==> src/rtl/sensor_i2c_pkg.sv <==
// Shared types and helpers for the sensor I2C write master: FSM state and
// SCL quarter encodings, plus the channel byte selector used to fill the frame buffer.
package sensor_i2c_pkg;

  typedef enum logic [2:0] {
    IDLE,
    LOAD,
    START,
    BIT,
    ACK,
    STOP,
    DONE
  } state_t;

  typedef enum logic [1:0] {
    Q0,
    Q1,
    Q2,
    Q3
  } quarter_t;

  localparam logic ADDR_RW_WRITE = 1'b0;

  // Widest channel vector the selector accepts (32 channels of 4 bytes).
  localparam int unsigned MAX_DATA_W = 1024;

  // Byte idx (in transmit order) of channel ch; endian=1 sends the MS byte first.
  function automatic logic [7:0] ch_byte_sel(input logic [MAX_DATA_W-1:0] data,
                                             input int unsigned ch,
                                             input int unsigned idx,
                                             input logic endian,
                                             input int unsigned ch_bytes);
    int unsigned byte_pos;
    byte_pos = endian ? (ch_bytes - 1 - idx) : idx;
    return 8'(data >> ((ch * ch_bytes + byte_pos) * 8));
  endfunction

endpackage

==> src/rtl/i2c_tick_gen.sv <==
// Quarter-period strobe for SCL generation: one-cycle tick every CLK_DIV clocks,
// restartable so every frame starts on the same phase.
module i2c_tick_gen #(
  parameter int unsigned CLK_DIV = 50
) (
  input  logic clk,
  input  logic rst_n,
  input  logic clr,
  output logic tick
);

  localparam int unsigned CNT_W = $clog2(CLK_DIV);

  logic [CNT_W-1:0] cnt;

  assign tick = !clr && (cnt == CNT_W'(CLK_DIV - 1));

  // NOTE: sequential state uses non-blocking assignments so every flop samples
  // pre-edge values regardless of process ordering.
  always_ff @(posedge clk or negedge rst_n) begin
    if (!rst_n) begin
      cnt <= '0;
    end else if (clr || tick) begin
      cnt <= '0;
    end else begin
      cnt <= cnt + CNT_W'(1);
    end
  end

endmodule

==> src/rtl/sensor_i2c_tx.sv <==
// I2C write master: snapshots NUM_CH channels and sends address + channel bytes
// with per-byte ACK checking, aborting with STOP on NACK.
module sensor_i2c_tx
  import sensor_i2c_pkg::*;
#(
  parameter int unsigned NUM_CH   = 5,
  parameter int unsigned CH_BYTES = 2,
  parameter int unsigned CLK_DIV  = 50
) (
  input  logic                           clk,
  input  logic                           rst_n,
  input  logic                           start,
  input  logic [6:0]                     i2c_address,
  input  logic                           endian,
  input  logic [NUM_CH*CH_BYTES*8-1:0]   ch_data,
  input  logic                           sda_i,
  output logic                           scl_oe,
  output logic                           sda_oe,
  output logic                           data_enable,
  output logic                           reg_freeze,
  output logic                           bsy,
  output logic                           nack,
  output logic                           done
);

  localparam int unsigned N      = 1 + NUM_CH * CH_BYTES;
  localparam int unsigned BYTE_W = $clog2(N + 1);

  state_t            state, state_next;
  quarter_t          qtr;
  logic [2:0]        bit_cnt;
  logic [BYTE_W-1:0] byte_cnt;
  logic              tick;
  logic              qtr_last;
  logic              last_byte;
  logic              sda_meta, sda_sync;
  logic [N*8-1:0]    load_vec;
  logic [N*8-1:0]    shift_buf;
  logic [7:0]        cur_byte;
  logic              tx_bit;
  logic [MAX_DATA_W-1:0] ch_data_ext;

  i2c_tick_gen #(.CLK_DIV(CLK_DIV)) u_tick (
    .clk   (clk),
    .rst_n (rst_n),
    .clr   (state inside {IDLE, LOAD, DONE}),
    .tick  (tick)
  );

  assign qtr_last  = tick && (qtr == Q3);
  assign last_byte = (byte_cnt == BYTE_W'(N - 1));

  // Frame image, first byte to send in the top byte lane.
  assign ch_data_ext          = MAX_DATA_W'(ch_data);
  assign load_vec[N*8-1 -: 8] = {i2c_address, ADDR_RW_WRITE};
  for (genvar k = 0; k < NUM_CH; k++) begin : g_ch
    for (genvar i = 0; i < CH_BYTES; i++) begin : g_byte
      assign load_vec[(N - 2 - (k * CH_BYTES + i)) * 8 +: 8] =
        ch_byte_sel(ch_data_ext, k, i, endian, CH_BYTES);
    end
  end

  assign cur_byte = shift_buf[N*8-1 -: 8];
  assign tx_bit   = cur_byte[~bit_cnt];

  always_ff @(posedge clk or negedge rst_n) begin
    if (!rst_n) begin
      sda_meta <= 1'b1;
      sda_sync <= 1'b1;
    end else begin
      sda_meta <= sda_i;
      sda_sync <= sda_meta;
    end
  end

  // NOTE: the frame buffer is pure datapath, always loaded before it is read,
  // so it carries no reset.
  always_ff @(posedge clk) begin
    if (state == LOAD) begin
      shift_buf <= load_vec;
    end else if (state == ACK && qtr_last && !sda_sync) begin
      shift_buf <= shift_buf << 8;
    end
  end

  always_ff @(posedge clk or negedge rst_n) begin
    if (!rst_n) begin
      state <= IDLE;
    end else begin
      state <= state_next;
    end
  end

  // NOTE: every always_comb output gets a default first, so no path infers a latch.
  always_comb begin
    state_next = state;
    case (state)
      IDLE:    if (start) state_next = LOAD;
      LOAD:    state_next = START;
      START:   if (qtr_last) state_next = BIT;
      BIT:     if (qtr_last && bit_cnt == 3'd7) state_next = ACK;
      ACK:     if (qtr_last) state_next = (sda_sync || last_byte) ? STOP : BIT;
      STOP:    if (qtr_last) state_next = DONE;
      DONE:    state_next = IDLE;
      default: state_next = IDLE;
    endcase
  end

  always_ff @(posedge clk or negedge rst_n) begin
    if (!rst_n) begin
      qtr      <= Q0;
      bit_cnt  <= '0;
      byte_cnt <= '0;
      nack     <= 1'b0;
    end else begin
      if (state inside {IDLE, LOAD, DONE}) begin
        qtr <= Q0;
      end else if (tick) begin
        qtr <= quarter_t'(qtr + 2'd1);
      end

      if (state == LOAD) begin
        bit_cnt  <= '0;
        byte_cnt <= '0;
      end else if (state == BIT && qtr_last) begin
        bit_cnt <= bit_cnt + 3'd1;
      end else if (state == ACK && qtr_last) begin
        byte_cnt <= byte_cnt + BYTE_W'(1);
      end

      if (state == IDLE && start) begin
        nack <= 1'b0;
      end else if (state == ACK && qtr_last && sda_sync) begin
        nack <= 1'b1;
      end
    end
  end

  always_comb begin
    scl_oe      = 1'b0;
    sda_oe      = 1'b0;
    data_enable = 1'b0;
    reg_freeze  = 1'b0;
    bsy         = 1'b0;
    done        = 1'b0;
    case (state)
      LOAD: begin
        data_enable = 1'b1;
        reg_freeze  = 1'b1;
      end
      START: begin
        bsy        = 1'b1;
        reg_freeze = 1'b1;
        sda_oe     = (qtr != Q0);
        scl_oe     = (qtr == Q3);
      end
      BIT: begin
        bsy        = 1'b1;
        reg_freeze = 1'b1;
        scl_oe     = (qtr inside {Q0, Q1});
        sda_oe     = !tx_bit;
      end
      ACK: begin
        bsy        = 1'b1;
        reg_freeze = 1'b1;
        scl_oe     = (qtr inside {Q0, Q1});
      end
      STOP: begin
        bsy        = 1'b1;
        reg_freeze = 1'b1;
        scl_oe     = (qtr == Q0);
        sda_oe     = (qtr != Q3);
      end
      DONE:    done = 1'b1;
      default: ;
    endcase
  end

endmodule

==> config.mk <==
export PLATFORM = sky130hd
export DESIGN_NAME = sensor_i2c_tx
export DESIGN_NICKNAME = d
export VERILOG_FILES = /design/src/rtl/sensor_i2c_pkg.sv /design/src/rtl/i2c_tick_gen.sv /design/src/rtl/sensor_i2c_tx.sv
export SDC_FILE = /design/constraint.sdc
export NUM_CORES = 1
export LEC_CHECK = 0
export CORE_ASPECT_RATIO = 0.8
export CORE_MARGIN = 4
export CORE_UTILIZATION = 45
export CTS_CLUSTER_DIAMETER = 60
export DETAILED_ROUTE_END_ITERATION = 16
export DONT_BUFFER_PORTS = 1
export PLACE_DENSITY = 0.68
export SLEW_MARGIN = 10
export SYNTH_ARGS = -nofsm -noshare
export SYNTH_HDL_FRONTEND = slang
export SYNTH_HIERARCHICAL = 1
export SYNTH_SLANG_ARGS = --single-unit
==> constraint.sdc <==
create_clock -name clk -period 3.5 [get_ports clk]
set_input_delay 0.35 -clock clk [delete_from_list [all_inputs] [get_ports clk]]
set_output_delay 0.35 -clock clk [all_outputs]
set_load 0.03 [all_outputs]
==> results of run 1 <==
metrics by stage:
step | power, mW | worst slack (ps)
floorplan | 1.70 | 116
global placement | 1.72 | 837
detailed placement | 1.73 | 742
CTS | 2.73 | 708
global route | 2.81 | 510
finish | 2.69 | 673
sequential cells by signal (all words and copies together) (netlist names):
signal,count
sda_meta,1
qtr,2
nack,1
sda_sync,1
bit_cnt,3
state,3
u_tick/cnt,6
byte_cnt,4
shift_buf,88
critical path, stage by stage, from the launching register on:
cell                       delay [ps]
sky130_fd_sc_hd__dfrtp_1          540
sky130_fd_sc_hd__or2_2            200
sky130_fd_sc_hd__o21ai_0          170
sky130_fd_sc_hd__nor2_1           490
sky130_fd_sc_hd__nand4b_4         250
sky130_fd_sc_hd__nor3_4           220
sky130_fd_sc_hd__or2_4            170
sky130_fd_sc_hd__buf_12           350
how the worst max path moves through the flow:
stage | to | slack, ps
after floorplan | shift_buf[0]$_DFFE_PP_ | 120
after global placement | shift_buf[22]$_DFFE_PP_ | 840
after detailed placement | shift_buf[14]$_DFFE_PP_ | 740
after CTS | shift_buf[6]$_DFFE_PP_ | 710
after global routing | shift_buf[10]$_DFFE_PP_ | 510
final | shift_buf[1]$_DFFE_PP_ | 670
layer usage:
layer | vias to the layer above | share of wire [%] | global-route usage (%)
met5 | - | 0 | 0
met4 | 0 | 1.7 | 4.50
met3 | 16 | 8.4 | 5.63
met2 | 95 | 48 | 23.1
met1 | 1582 | 42 | 18.7
li1 | 1598 | - | -
synthesized netlist by cell type (4+ instances only):
library cell                number
sky130_fd_sc_hd__buf_2          10
sky130_fd_sc_hd__o21ai_0         5
sky130_fd_sc_hd__a21oi_1         6
sky130_fd_sc_hd__clkbuf_1        4
sky130_fd_sc_hd__ha_1            9
sky130_fd_sc_hd__o2bb2ai_2      28
sky130_fd_sc_hd__o2bb2ai_1      45
sky130_fd_sc_hd__nand2_1        10
sky130_fd_sc_hd__nand3_1         4
sky130_fd_sc_hd__buf_6          11
sky130_fd_sc_hd__a22o_1          8
sky130_fd_sc_hd__dfrtp_1        19
sky130_fd_sc_hd__nor2_1         19
sky130_fd_sc_hd__mux2i_1        89
sky130_fd_sc_hd__inv_1          11
sky130_fd_sc_hd__edfxtp_1       87
logic make-up (layout without fill, tap and decap cells):
| logic type | count (synthesis) | after routing | synth area share, % |
|---|---|---|---|
| simple gates | 53 | 53 | 5.06 |
| compound gates | 105 | 105 | 17.6 |
| flops | 109 | 109 | 53.3 |
| fa+ha+maj | 9 | 9 | 1.90 |
| xor+xnor | 5 | 5 | 0.739 |
| buf+inv | 45 | 33 | 5.97 |
| mux | 90 | 90 | 15.4 |
area by class of cell:
cell class	instances	area [um^2]
clock buffer	12	236
timing repair buffer	6	75.1
fill	1189	6670
clock inverter	4	48.8
multi-input combinational	262	2420
tap	175	219
inverter	11	41.3
sequential	109	3160
power by group:
| part | internal (mW) | switching, mW | leakage (nW) |
|---|---|---|---|
| Sequential | 1.43 | 0.0480 | 1.09 |
| Clock | 0.554 | 0.434 | 0.130 |
| Combinational | 0.111 | 0.121 | 1.01 |
==> reports/metrics.json, run 1 <==
{
  "worst_hold_path": {
    "worst_hold_class": "primary input to flop",
    "worst_hold_start": "i2c_address[6]",
    "worst_hold_path.num_cells": 1,
    "hold-path-endpoint": "shift_buf[87]$_DFFE_PP_"
  },
  "floorplan": {
    "die_width_um": 136,
    "initial_utilization_pct": 46.1,
    "die-area_um2": 15100,
    "ioPinCount": 99,
    "floorplan.rows": 37,
    "die-height_um": 111,
    "core_area_um2": 12900
  },
  "worst_setup_path": {
    "timing.reg2reg.worst_path_depth": 7,
    "cp-startpoint": "state[1]$_DFFE_PN0P_",
    "criticalPathCategory": "flop to flop",
    "critical_path_peak_fanout": 87,
    "r2r-end": "shift_buf[1]$_DFFE_PP_",
    "reg2reg_setup_slack_ps": 670,
    "timing.critical_path.from_type": "flop",
    "cp.arrival_ps": 2810,
    "end_kind": "flop",
    "r2r_start": "state[1]$_DFFE_PN0P_",
    "timing.critical_path.required_ps": 3490
  },
  "synthesis": {
    "synth_sequential_area_ratio_pct": 53.3,
    "netlist_top_cells_area": "sky130_fd_sc_hd__edfxtp_1, sky130_fd_sc_hd__mux2i_1, sky130_fd_sc_hd__dfrtp_1, sky130_fd_sc_hd__o2bb2ai_2, sky130_fd_sc_hd__o2bb2ai_1",
    "synth.yosys.warnings": 6,
    "syn_inst": 416,
    "synth_top_area_cell": "sky130_fd_sc_hd__edfxtp_1",
    "yosys.cell_types.count": 47,
    "mappedNetlistNets": 517,
    "synth_flop_cell": "sky130_fd_sc_hd__edfxtp_1",
    "synth-edff-count": 87,
    "postSynthAreaPerCell_um2": 14.3,
    "synth_area_um2": 5930,
    "async_reset_ff_share_pct": 19.3,
    "synth_top_area_share_pct": 44.1,
    "postSynthRegisterBits": 109
  },
  "clock_tree": {
    "inserted_clock_buffers": 9,
    "cts-root-buf": "sky130_fd_sc_hd__clkbuf_16",
    "cts_post_setup_buffers_inserted": 0,
    "clockBufferDepth": 2,
    "cts-resized-gates": 0,
    "hold_buffers": 2,
    "tritoncts_num_sinks": 109,
    "tritoncts_clock_tree": "built",
    "ctsHtreeMaxLevel": 3,
    "insertion_delay_ps": 340,
    "clk_transition_reported_paths_ps": 70
  },
  "finish": {
    "fin_nets": 500,
    "insertedDiodeCount": 0,
    "drive_above_1_share_pct": 13.9,
    "finish.utilization_pct": 48.2,
    "final_cell_count_no_fill": 579,
    "areaGrowthSynthToFinish_pct": 4.58,
    "finish.instance_area_um2": 6200,
    "mostFrequentLayoutCells": "sky130_fd_sc_hd__mux2i_1, sky130_fd_sc_hd__edfxtp_1, sky130_fd_sc_hd__o2bb2ai_1, sky130_fd_sc_hd__o2bb2ai_2",
    "layout_commonest_cell": "sky130_fd_sc_hd__mux2i_1"
  },
  "routing": {
    "totalWireLength_um": 10900,
    "wire_length_per_cell_um": 18.9,
    "drt_first_pass_iters": 4,
    "dr_total_vias": 3291,
    "initialDrtViolationCount": 264,
    "antenna_violating_nets_post_route": 0,
    "drcViolationCount": 0,
    "drt-vias-per-instance": 5.68
  },
  "global_routing": {
    "globalRouteOverflowTotal": 0,
    "grt_start_max_net_pins": 88,
    "first_global_vias": 3419,
    "number_of_antenna_violations_at_the_first_check_in_global_routing": 0,
    "grt_pass1_wl_um": 17500,
    "grtUsageTotal_pct": 14.7
  },
  "power": {
    "static-leakage-power_nw": 2.23,
    "peakVddDrop_uv": 226,
    "pwr_density_cell_nw_per_um2": 435
  },
  "timing": {
    "fin_worst_skew_ps": 7.68,
    "slew-limit-headroom_pct": 31.7,
    "final-hold-violation-count": 0,
    "setup_viol": 0,
    "post-route-period-util_pct": 80.8,
    "hold-worst-slack_ps": 217,
    "unrepaired_setup_endpoints_after_global_routing": "no",
    "max_slew.worst_pin.slew_ps": 1020,
    "slew_violations": 0,
    "setup-tns-final_ps": 0,
    "clock.fmax_mhz": 354,
    "final_period_minus_worst_setup_slack_ps": 2830
  },
  "flow_run": {
    "max-cap-violations": 0
  },
  "place": {
    "port_buffers": 0,
    "dpl-instance-area_um2": 5900,
    "dp.cells": 561,
    "place.gp.congestion": 0.783,
    "dp.final_hpwl_um": 7500
  },
  "status": {
    "status": "finished, final reports clean"
  }
}
Note: power is estimated with default switching activity, not from simulation.
==> inputs of run 2 (changes only) <==
--- a/config.mk
+++ b/config.mk
@@ -5,6 +5,7 @@
 export SDC_FILE = /design/constraint.sdc
 export NUM_CORES = 1
 export LEC_CHECK = 0
+export ABC_AREA = 1
 export CORE_ASPECT_RATIO = 0.8
 export CORE_MARGIN = 4
 export CORE_UTILIZATION = 45
==> constraint.sdc (replaced) <==
create_clock -name clk -period 2.3 [get_ports clk]
set_input_delay 0.23 -clock clk [delete_from_list [all_inputs] [get_ports clk]]
set_output_delay 0.23 -clock clk [all_outputs]
set_load 0.03 [all_outputs]
==> run 2 against run 1 <==
  * Die area decreased by 1.6%
  * Register-to-register slack got worse by 540 ps
  * Sequential share of layout area decreased by 1.1 points
  * Critical path depth increased by 2
  * Largest cell class unchanged
  * Largest power group unchanged
==> reports/metrics.json, run 2 <==
{
  "synthesis": {
    "synth-edff-count": {"value": 87, "change": "unchanged"},
    "syn_inst": {"value": 672, "change": "+62%"},
    "postSynthRegisterBits": {"value": 109, "change": "unchanged"},
    "synth_flop_cell": "sky130_fd_sc_hd__edfxtp_1",
    "postSynthAreaPerCell": {"value": 8.67, "unit": "um^2", "change": "-39%"},
    "synth_sequential_area_ratio": {"value": 54.3, "unit": "%", "change": "+0.95 points"},
    "post-synth-top-count-cell": "sky130_fd_sc_hd__nand2_1",
    "netlist_top_cells_area": "sky130_fd_sc_hd__edfxtp_1, sky130_fd_sc_hd__nand2_1, sky130_fd_sc_hd__o21ai_0, sky130_fd_sc_hd__dfrtp_1, sky130_fd_sc_hd__inv_1",
    "mappedNetlistNets": {"value": 773, "change": "+50%"},
    "synth_area": {"value": 5830, "unit": "um^2", "change": "-1.8%"},
    "yosys.cell_types.count": {"value": 34, "change": "-28%"},
    "synth.yosys.warnings": {"value": 6, "change": "unchanged"},
    "synth_top_area_share": {"value": 44.8, "unit": "%", "change": "+0.79 points"},
    "synth_top_area_cell": "sky130_fd_sc_hd__edfxtp_1",
    "cell_types_with_the_highest_counts_after_synthesis": "sky130_fd_sc_hd__nand2_1, sky130_fd_sc_hd__o21ai_0, sky130_fd_sc_hd__edfxtp_1",
    "async_reset_ff_share": {"value": 19.3, "unit": "%", "change": "unchanged"}
  },
  "floorplan": {
    "die_width": {"value": 135, "unit": "um", "change": "-0.83%"},
    "ioPinCount": {"value": 99, "change": "unchanged"},
    "floorplan.rows": {"value": 36, "change": "-2.7%"},
    "initial_utilization": {"value": 46.9, "unit": "%", "change": "+0.79 points"},
    "core_area": {"value": 12400, "unit": "um^2", "change": "-3.4%"},
    "die-height": {"value": 110, "unit": "um", "change": "-0.82%"},
    "die-area": {"value": 14800, "unit": "um^2", "change": "-1.6%"}
  },
  "routing": {
    "drcViolationCount": {"value": 0, "change": "unchanged"},
    "drt_first_pass_iters": {"value": 5, "change": "+1"},
    "wire_length_per_cell": {"value": 14.7, "unit": "um", "change": "-22%"},
    "antenna_violating_nets_post_route": {"value": 0, "change": "unchanged"},
    "initialDrtViolationCount": {"value": 334, "change": "+27%"},
    "drt-vias-per-instance": {"value": 5.29, "change": "-7.0%"},
    "totalWireLength": {"value": 12300, "unit": "um", "change": "+12%"},
    "dr_total_vias": {"value": 4419, "change": "+34%"}
  },
  "finish": {
    "mostFrequentLayoutCells": "sky130_fd_sc_hd__nand2_1, sky130_fd_sc_hd__o21ai_0, sky130_fd_sc_hd__edfxtp_1, sky130_fd_sc_hd__inv_1, sky130_fd_sc_hd__nand3_1",
    "drive_above_1_share": {"value": 8.57, "unit": "%", "change": "-5.3 points"},
    "layout_commonest_cell": "sky130_fd_sc_hd__nand2_1",
    "largest_register_ff_count": {"value": 88, "change": "unchanged"},
    "areaGrowthSynthToFinish_pct": 8.78,
    "insertedDiodeCount": {"value": 0, "change": "unchanged"},
    "top_register": "shift_buf",
    "finish.instance_area": {"value": 6340, "unit": "um^2", "change": "+2.2%"},
    "top_regs": "shift_buf: 88 flops, u_tick/cnt: 6 flops, byte_cnt: 4 flops",
    "final.fill_count": {"value": 1150, "change": "-3.3%"},
    "fin_nets": {"value": 761, "change": "+52%"}
  },
  "clock_tree": {
    "tritoncts_num_sinks": {"value": 109, "change": "unchanged"},
    "cts-root-buf": "sky130_fd_sc_hd__clkbuf_16",
    "ctsHtreeMaxLevel": {"value": 3, "change": "unchanged"},
    "inserted_clock_buffers": {"value": 9, "change": "unchanged"},
    "clockBufferDepth": {"value": 2, "change": "unchanged"},
    "insertion_delay": {"value": 340, "unit": "ps", "change": "about the same"},
    "cts-resized-gates": {"value": 0, "change": "unchanged"},
    "clk_transition_reported_paths": {"value": 70, "unit": "ps", "change": "about the same"},
    "tritoncts_clock_tree": "built",
    "cts_post_setup_buffers_inserted": {"value": 0, "change": "unchanged"}
  },
  "global_routing": {
    "first_global_vias": {"value": 4189, "change": "+23%"},
    "globalRouteOverflowTotal": {"value": 0, "change": "unchanged"},
    "grt_pass1_wl": {"value": 20100, "unit": "um", "change": "+15%"},
    "grt_start_max_net_pins": {"value": 82, "change": "-6.8%"},
    "grtUsageTotal": {"value": 16.9, "unit": "%", "change": "+2.2 points"},
    "number_of_antenna_violations_at_the_first_check_in_global_routing": {"value": 0, "change": "unchanged"}
  },
  "place": {
    "port_buffers": {"value": 0, "change": "unchanged"},
    "dp.final_hpwl": {"value": 8600, "unit": "um", "change": "+15%"},
    "place.gp.congestion": {"value": 0.893, "change": "+14%"},
    "dpl-instance-area": {"value": 6010, "unit": "um^2", "change": "+2.0%"}
  },
  "status": {
    "status": "finished, final reports clean"
  },
  "power": {
    "intPower": {"value": 4.15, "unit": "mW", "change": "+99%"},
    "seqPwrFrac": {"value": 49.6, "unit": "%", "change": "-5.1 points"},
    "peakVddDrop": {"value": 422, "unit": "uV", "change": "+87%"},
    "combinational_share_of_power": {"value": 27.9, "unit": "%", "change": "+19 points"},
    "clock_power_share": {"value": 22.5, "unit": "%", "change": "-14 points"},
    "static-leakage-power": {"value": 2.50, "unit": "nW", "change": "+12%"},
    "netSwitchingFraction": {"value": 33.5, "unit": "%", "change": "+11 points"},
    "report.power.total": {"value": 6.24, "unit": "mW", "change": "+130%"},
    "pwr_density_cell": {"value": 985, "unit": "nW/um^2", "change": "+130%"},
    "power_switching": {"value": 2.09, "unit": "mW", "change": "+250%"}
  },
  "worst_setup_path": {
    "end_of_the_critical_path": "shift_buf[70]$_DFFE_PP_",
    "critical_path_peak_fanout": {"value": 27, "change": "-69%"},
    "end_kind": "flop",
    "criticalPathCategory": "flop to flop",
    "reg2reg_setup_slack": {"value": 130, "unit": "ps", "change": "-540 ps"},
    "timing.critical_path.from_type": "flop",
    "r2r-end": "shift_buf[70]$_DFFE_PP_",
    "cp.arrival": {"value": 2210, "unit": "ps", "change": "-600 ps"},
    "timing.reg2reg.worst_path_depth": {"value": 9, "change": "+2"},
    "timing.critical_path.required": {"value": 2340, "unit": "ps", "change": "-1150 ps"},
    "r2r_start": "u_tick/cnt[1]$_DFF_PN0_",
    "cp-startpoint": "u_tick/cnt[1]$_DFF_PN0_"
  },
  "timing": {
    "max_slew.worst_pin.slew": {"value": 953, "unit": "ps", "change": "-71.2 ps"},
    "slew_violations": {"value": 0, "change": "unchanged"},
    "final-hold-violation-count": {"value": 0, "change": "unchanged"},
    "clock.fmax": {"value": 461, "unit": "MHz", "change": "+30%"},
    "slew-limit-headroom": {"value": 36.2, "unit": "%", "change": "+4.5 points"},
    "fin_worst_skew": {"value": 8.43, "unit": "ps", "change": "+0.751 ps"},
    "final_period_minus_worst_setup_slack": {"value": 2170, "unit": "ps", "change": "-658 ps"},
    "unrepaired_setup_endpoints_after_global_routing": "no",
    "post-route-period-util": {"value": 94.3, "unit": "%", "change": "+14 points"},
    "setup_viol": {"value": 0, "change": "unchanged"}
  },
  "worst_hold_path": {
    "worst_hold_start": "i2c_address[2]",
    "worst_hold_class": "primary input to flop"
  },
  "flow_run": {
    "max-cap-violations": {"value": 0, "change": "unchanged"}
  }
}
==> run 2: final cells by class <==
type	count	area [um^2]	share of cell area, %
multi-input combinational	467	2280	35.9
tap	171	214	3.38
sequential	109	3160	49.9
clock buffer	11	233	3.67
timing repair buffer	13	185	2.92
inverter	60	233	3.67
clock inverter	5	35.0	0.553
==> run 2: critical path: stages (launching register included) <==
cell	delay [ps]
sky130_fd_sc_hd__dfrtp_1	420
sky130_fd_sc_hd__inv_1	80
sky130_fd_sc_hd__ha_1	160
sky130_fd_sc_hd__nand4_2	150
sky130_fd_sc_hd__nor2_4	190
sky130_fd_sc_hd__nand2_2	120
sky130_fd_sc_hd__inv_4	120
sky130_fd_sc_hd__nand2_8	80
sky130_fd_sc_hd__o21ai_4	270
sky130_fd_sc_hd__clkbuf_16	280
==> run 2: how the worst min path moves through the flow <==
stage / end / slack (ps) / cells past startpoint
finish: shift_buf[83]$_DFFE_PP_ / 90 / 2
global route: shift_buf[85]$_DFFE_PP_ / 90 / 2
CTS: shift_buf[87]$_DFFE_PP_ / 80 / 2
detailed placement: state[0]$_DFFE_PN0P_ / -60 / 0
global placement: bit_cnt[2]$_DFFE_PN0P_ / -60 / 0
floorplan: bit_cnt[0]$_DFFE_PN0P_ / -70 / 0
==> run 2: stage by stage <==
step / hold WS [ps] / setup WS (ps) / cells / util, % / TNS [ps]
after floorplan: -65.6 / -805 / 672 / - / -70050
after global placement: -64.9 / 174 / 816 / 48.4 / 0
after detailed placement: -64.9 / 110 / 816 / 48.4 / 0
after CTS: 83.3 / 104 / 835 / 50.8 / 0
after global routing: 86.9 / 3.81 / 836 / 51.0 / 0
final: 89.6 / 131 / 836 / 51.0 / 0
==> run 2: kinds of logic (layout without fill, tap and decap cells) <==
kind of cell	after synthesis	after routing	synth area share, %
AO/OA/AOI/OAI	171	171	14.9
XOR/XNOR	4	4	0.601
adder cells (fa/ha/maj)	9	9	1.93
buffers and inverters	96	89	7.65
flip-flops	109	109	54.3
AND/OR/NAND/NOR	283	283	20.6
==> run 2: timing repair <==
action	CTS	global route
hold buffers	3	0
hold endpoints to repair	23	0
endpoints found under the setup margin	0	55
==> run 2: power groups by stage <==
stage | Sequential [mW] | Combinational [mW] | Clock (mW)
2_1_floorplan | 3.10 | 1.35 | 0
3_3_place_gp | 3.12 | 1.66 | 0
3_5_place_dp | 3.13 | 1.70 | 0
4_1_cts | 3.10 | 1.71 | 1.44
5_1_grt | 3.14 | 1.95 | 1.54
6_report | 3.09 | 1.74 | 1.41
==> run 2: per-layer routing <==
layer	track usage, %	vias to the layer above	share of wire [%]
li1	-	2214	-
met1	23.0	2041	45
met2	27.2	146	47
met3	4.39	18	6.5
met4	4.24	0	1.5
met5	0	-	0
==> inputs of run 3 (changes only) <==
--- a/config.mk
+++ b/config.mk
@@ -5,14 +5,13 @@
 export SDC_FILE = /design/constraint.sdc
 export NUM_CORES = 1
 export LEC_CHECK = 0
-export ABC_AREA = 1
 export CORE_ASPECT_RATIO = 0.8
 export CORE_MARGIN = 4
 export CORE_UTILIZATION = 45
 export CTS_CLUSTER_DIAMETER = 60
 export DETAILED_ROUTE_END_ITERATION = 16
 export DONT_BUFFER_PORTS = 1
-export PLACE_DENSITY = 0.68
+export PLACE_DENSITY = 0.66
 export SLEW_MARGIN = 10
 export SYNTH_ARGS = -nofsm -noshare
 export SYNTH_HDL_FRONTEND = slang
==> constraint.sdc (replaced) <==
create_clock -name clk -period 2.7 [get_ports clk]
set_input_delay 0.27 -clock clk [delete_from_list [all_inputs] [get_ports clk]]
set_output_delay 0.27 -clock clk [all_outputs]
set_load 0.03 [all_outputs]
==> run 3 against run 2 <==
  * First-iteration DRC count down 38%
  * Sequential cell count unchanged
  * Cell area down 1.4%
  * Maximum frequency down 11%
  * Sequential share of layout area up 0.70 points
  * Die area up 1.7%
  * Clock skew up 5.6 ps
  * Power down 44%
  * Core utilization down 2.4 points
  * Clock power down 9%
==> reports/metrics.json, run 3 (synthesis results as in run 1) <==
{
  "status": {
    "status": "finished, final reports clean"
  },
  "power": {
    "pwr_density_cell": {"value": 559, "unit": "nW/um^2", "change": "-43%"},
    "static-leakage-power": {"value": 2.26, "unit": "nW", "change": "-9.5%"},
    "peakVddDrop": {"value": 355, "unit": "uV", "change": "-16%"}
  },
  "routing": {
    "wire_length_per_cell": {"value": 19.2, "unit": "um", "change": "+31%"},
    "drt-vias-per-instance": {"value": 5.66, "change": "+7.1%"},
    "initialDrtViolationCount": {"value": 206, "change": "-38%"},
    "dr_total_vias": {"value": 3295, "change": "-25%"},
    "drt_first_pass_iters": {"value": 4, "change": "-1"},
    "drcViolationCount": {"value": 0, "change": "unchanged"},
    "totalWireLength": {"value": 11200, "unit": "um", "change": "-9.1%"},
    "antenna_violating_nets_post_route": {"value": 0, "change": "unchanged"}
  },
  "timing": {
    "post-route-period-util": {"value": 90.1, "unit": "%", "change": "-4.2 points"},
    "unrepaired_setup_endpoints_after_global_routing": "no",
    "slew_violations": {"value": 0, "change": "unchanged"},
    "clock.fmax": {"value": 411, "unit": "MHz", "change": "-11%"},
    "hold-worst-slack": {"value": 134, "unit": "ps", "change": "+43.9 ps"},
    "fin_worst_skew": {"value": 14.0, "unit": "ps", "change": "+5.60 ps"},
    "final-hold-violation-count": {"value": 0, "change": "unchanged"},
    "final_period_minus_worst_setup_slack": {"value": 2430, "unit": "ps", "change": "+264 ps"},
    "max_slew.worst_pin.slew": {"value": 958, "unit": "ps", "change": "+4.45 ps"},
    "setup_viol": {"value": 0, "change": "unchanged"},
    "slew-limit-headroom": {"value": 35.9, "unit": "%", "change": "-0.30 points"}
  },
  "finish": {
    "fin_nets": {"value": 503, "change": "-34%"},
    "seqCellArea": {"value": 3160, "unit": "um^2", "change": "about the same"},
    "layout_commonest_cell": "sky130_fd_sc_hd__mux2i_1",
    "finish.instance_area": {"value": 6250, "unit": "um^2", "change": "-1.4%"},
    "top_regs": "shift_buf: 88 flops, u_tick/cnt: 6 flops, byte_cnt: 4 flops",
    "mostFrequentLayoutCells": "sky130_fd_sc_hd__mux2i_1, sky130_fd_sc_hd__edfxtp_1, sky130_fd_sc_hd__o2bb2ai_1, sky130_fd_sc_hd__o2bb2ai_2",
    "areaGrowthSynthToFinish_pct": 5.36,
    "final.fill_count": {"value": 1179, "change": "+2.5%"},
    "finish.utilization": {"value": 48.5, "unit": "%", "change": "-2.4 points"},
    "top_register": "shift_buf",
    "drive_above_1_share": {"value": 16.0, "unit": "%", "change": "+7.4 points"},
    "multiInputGateArea": {"value": 2430, "unit": "um^2", "change": "+6.7%"},
    "largest_register_ff_count": {"value": 88, "change": "unchanged"},
    "insertedDiodeCount": {"value": 0, "change": "unchanged"}
  },
  "floorplan": {
    "initial_utilization": {"value": 46.1, "unit": "%", "change": "-0.79 points"},
    "floorplan.rows": {"value": 37, "change": "+2.8%"},
    "die_width": {"value": 136, "unit": "um", "change": "+0.84%"},
    "die-area": {"value": 15100, "unit": "um^2", "change": "+1.7%"},
    "ioPinCount": {"value": 99, "change": "unchanged"},
    "die-height": {"value": 111, "unit": "um", "change": "+0.82%"},
    "core_area": {"value": 12900, "unit": "um^2", "change": "+3.5%"}
  },
  "worst_hold_path": {
    "worst_hold_start": "i2c_address[6]",
    "hold-path-endpoint": "shift_buf[87]$_DFFE_PP_",
    "worst_hold_path.num_cells": {"value": 1, "change": "-1"},
    "worst_hold_class": "primary input to flop"
  },
  "global_routing": {
    "grtUsageTotal": {"value": 15.0, "unit": "%", "change": "-1.9 points"},
    "gr-usage-met2": {"value": 22.2, "unit": "%", "change": "-5.0 points"},
    "globalRoute.busiestLayer": "met2",
    "globalRouteOverflowTotal": {"value": 0, "change": "unchanged"},
    "global_route.usage.met3": {"value": 5.94, "unit": "%", "change": "+1.6 points"},
    "grt_pass1_wl": {"value": 17800, "unit": "um", "change": "-11%"},
    "groute.layer.met1.usage": {"value": 19.5, "unit": "%", "change": "-3.5 points"},
    "first_global_vias": {"value": 3486, "change": "-17%"},
    "number_of_antenna_violations_at_the_first_check_in_global_routing": {"value": 0, "change": "unchanged"},
    "grt_start_max_net_pins": {"value": 86, "change": "+4.9%"}
  },
  "worst_setup_path": {
    "cp.arrival": {"value": 2430, "unit": "ps", "change": "+220 ps"},
    "reg2reg_setup_slack": {"value": 270, "unit": "ps", "change": "+140 ps"},
    "timing.critical_path.from_type": "flop",
    "r2r-end": "shift_buf[50]$_DFFE_PP_",
    "critical_path_peak_fanout": {"value": 31, "change": "+15%"},
    "end_kind": "flop",
    "criticalPathCategory": "flop to flop",
    "timing.critical_path.required": {"value": 2700, "unit": "ps", "change": "+360 ps"},
    "timing.reg2reg.worst_path_depth": {"value": 7, "change": "-2"},
    "r2r_start": "state[1]$_DFFE_PN0P_"
  },
  "place": {
    "dp.final_hpwl": {"value": 7470, "unit": "um", "change": "-13%"},
    "place.gp.congestion": {"value": 0.803, "change": "-10%"},
    "port_buffers": {"value": 0, "change": "unchanged"},
    "dpl-instance-area": {"value": 5940, "unit": "um^2", "change": "-1.2%"}
  },
  "clock_tree": {
    "clockBufferDepth": {"value": 2, "change": "unchanged"},
    "tritoncts_num_sinks": {"value": 109, "change": "unchanged"},
    "cts_post_setup_buffers_inserted": {"value": 0, "change": "unchanged"},
    "cts-root-buf": "sky130_fd_sc_hd__clkbuf_16",
    "inserted_clock_buffers": {"value": 9, "change": "unchanged"},
    "ctsHtreeMaxLevel": {"value": 3, "change": "unchanged"},
    "clk_transition_reported_paths": {"value": 80, "unit": "ps", "change": "about the same"},
    "insertion_delay": {"value": 350, "unit": "ps", "change": "about the same"},
    "tritoncts_clock_tree": "built"
  },
  "flow_run": {
    "max-cap-violations": {"value": 0, "change": "unchanged"}
  }
}
-- run 3: stage by stage --
step	power, mW	setup slack, ps	setup TNS (ps)	cells
detailed placement	2.24	284	0	564
global placement	2.23	388	0	564
floorplan	2.21	-48.9	-4260	416
global route	3.65	94.2	0	582
CTS	3.54	268	0	582
finish	3.49	267	0	582
-- run 3: area by class of cell --
cell class	instances	area share, %
Clock buffer	9	3.61
Multi-Input combinational cell	262	38.9
Tap cell	175	3.50
Sequential cell	109	50.6
Timing Repair Buffer	9	1.76
Clock inverter	7	1.00
Inverter	11	0.661
-- run 3: worst max-delay path by stage --
stage | from | cells past startpoint | endpoint | slack, ps
6_report | state[1]$_DFFE_PN0P_ | 7 | shift_buf[50]$_DFFE_PP_ | 270
5_1_grt | state[1]$_DFFE_PN0P_ | 7 | shift_buf[84]$_DFFE_PP_ | 90
4_1_cts | state[1]$_DFFE_PN0P_ | 7 | shift_buf[83]$_DFFE_PP_ | 270
3_5_place_dp | state[1]$_DFFE_PN0P_ | 7 | shift_buf[75]$_DFFE_PP_ | 280
3_3_place_gp | state[1]$_DFFE_PN0P_ | 7 | shift_buf[75]$_DFFE_PP_ | 390
2_1_floorplan | u_tick/cnt[1]$_DFF_PN0_ | 9 | shift_buf[0]$_DFFE_PP_ | -50
-- run 3: layer usage --
metal  up-vias  part of all wire, %
met1      1584                   44
met2        87                   45
met5         -                    0
met4         0                  2.7
met3        16                  8.6
li1       1608                    -
-- run 3: critical path: stages, from the launching register on --
cell	delay (ps)
sky130_fd_sc_hd__dfrtp_1	570
sky130_fd_sc_hd__or2_4	210
sky130_fd_sc_hd__o21ai_2	80
sky130_fd_sc_hd__nor2_1	230
sky130_fd_sc_hd__nand4b_4	200
sky130_fd_sc_hd__nor3_4	250
sky130_fd_sc_hd__or2_4	170
sky130_fd_sc_hd__buf_4	370
-- run 3: timing repair --
action / 4_1_cts / 5_1_grt
hold buffers: 2 / 0
hold endpoints to repair: 22 / 0
gates resized for setup: 0 / 0
-- run 3: report_power, final --
part | total (mW) | switching, mW | internal (mW)
logic | 0.297 | 0.153 | 0.145
clock network | 1.29 | 0.638 | 0.650
registers | 1.91 | 0.0614 | 1.85
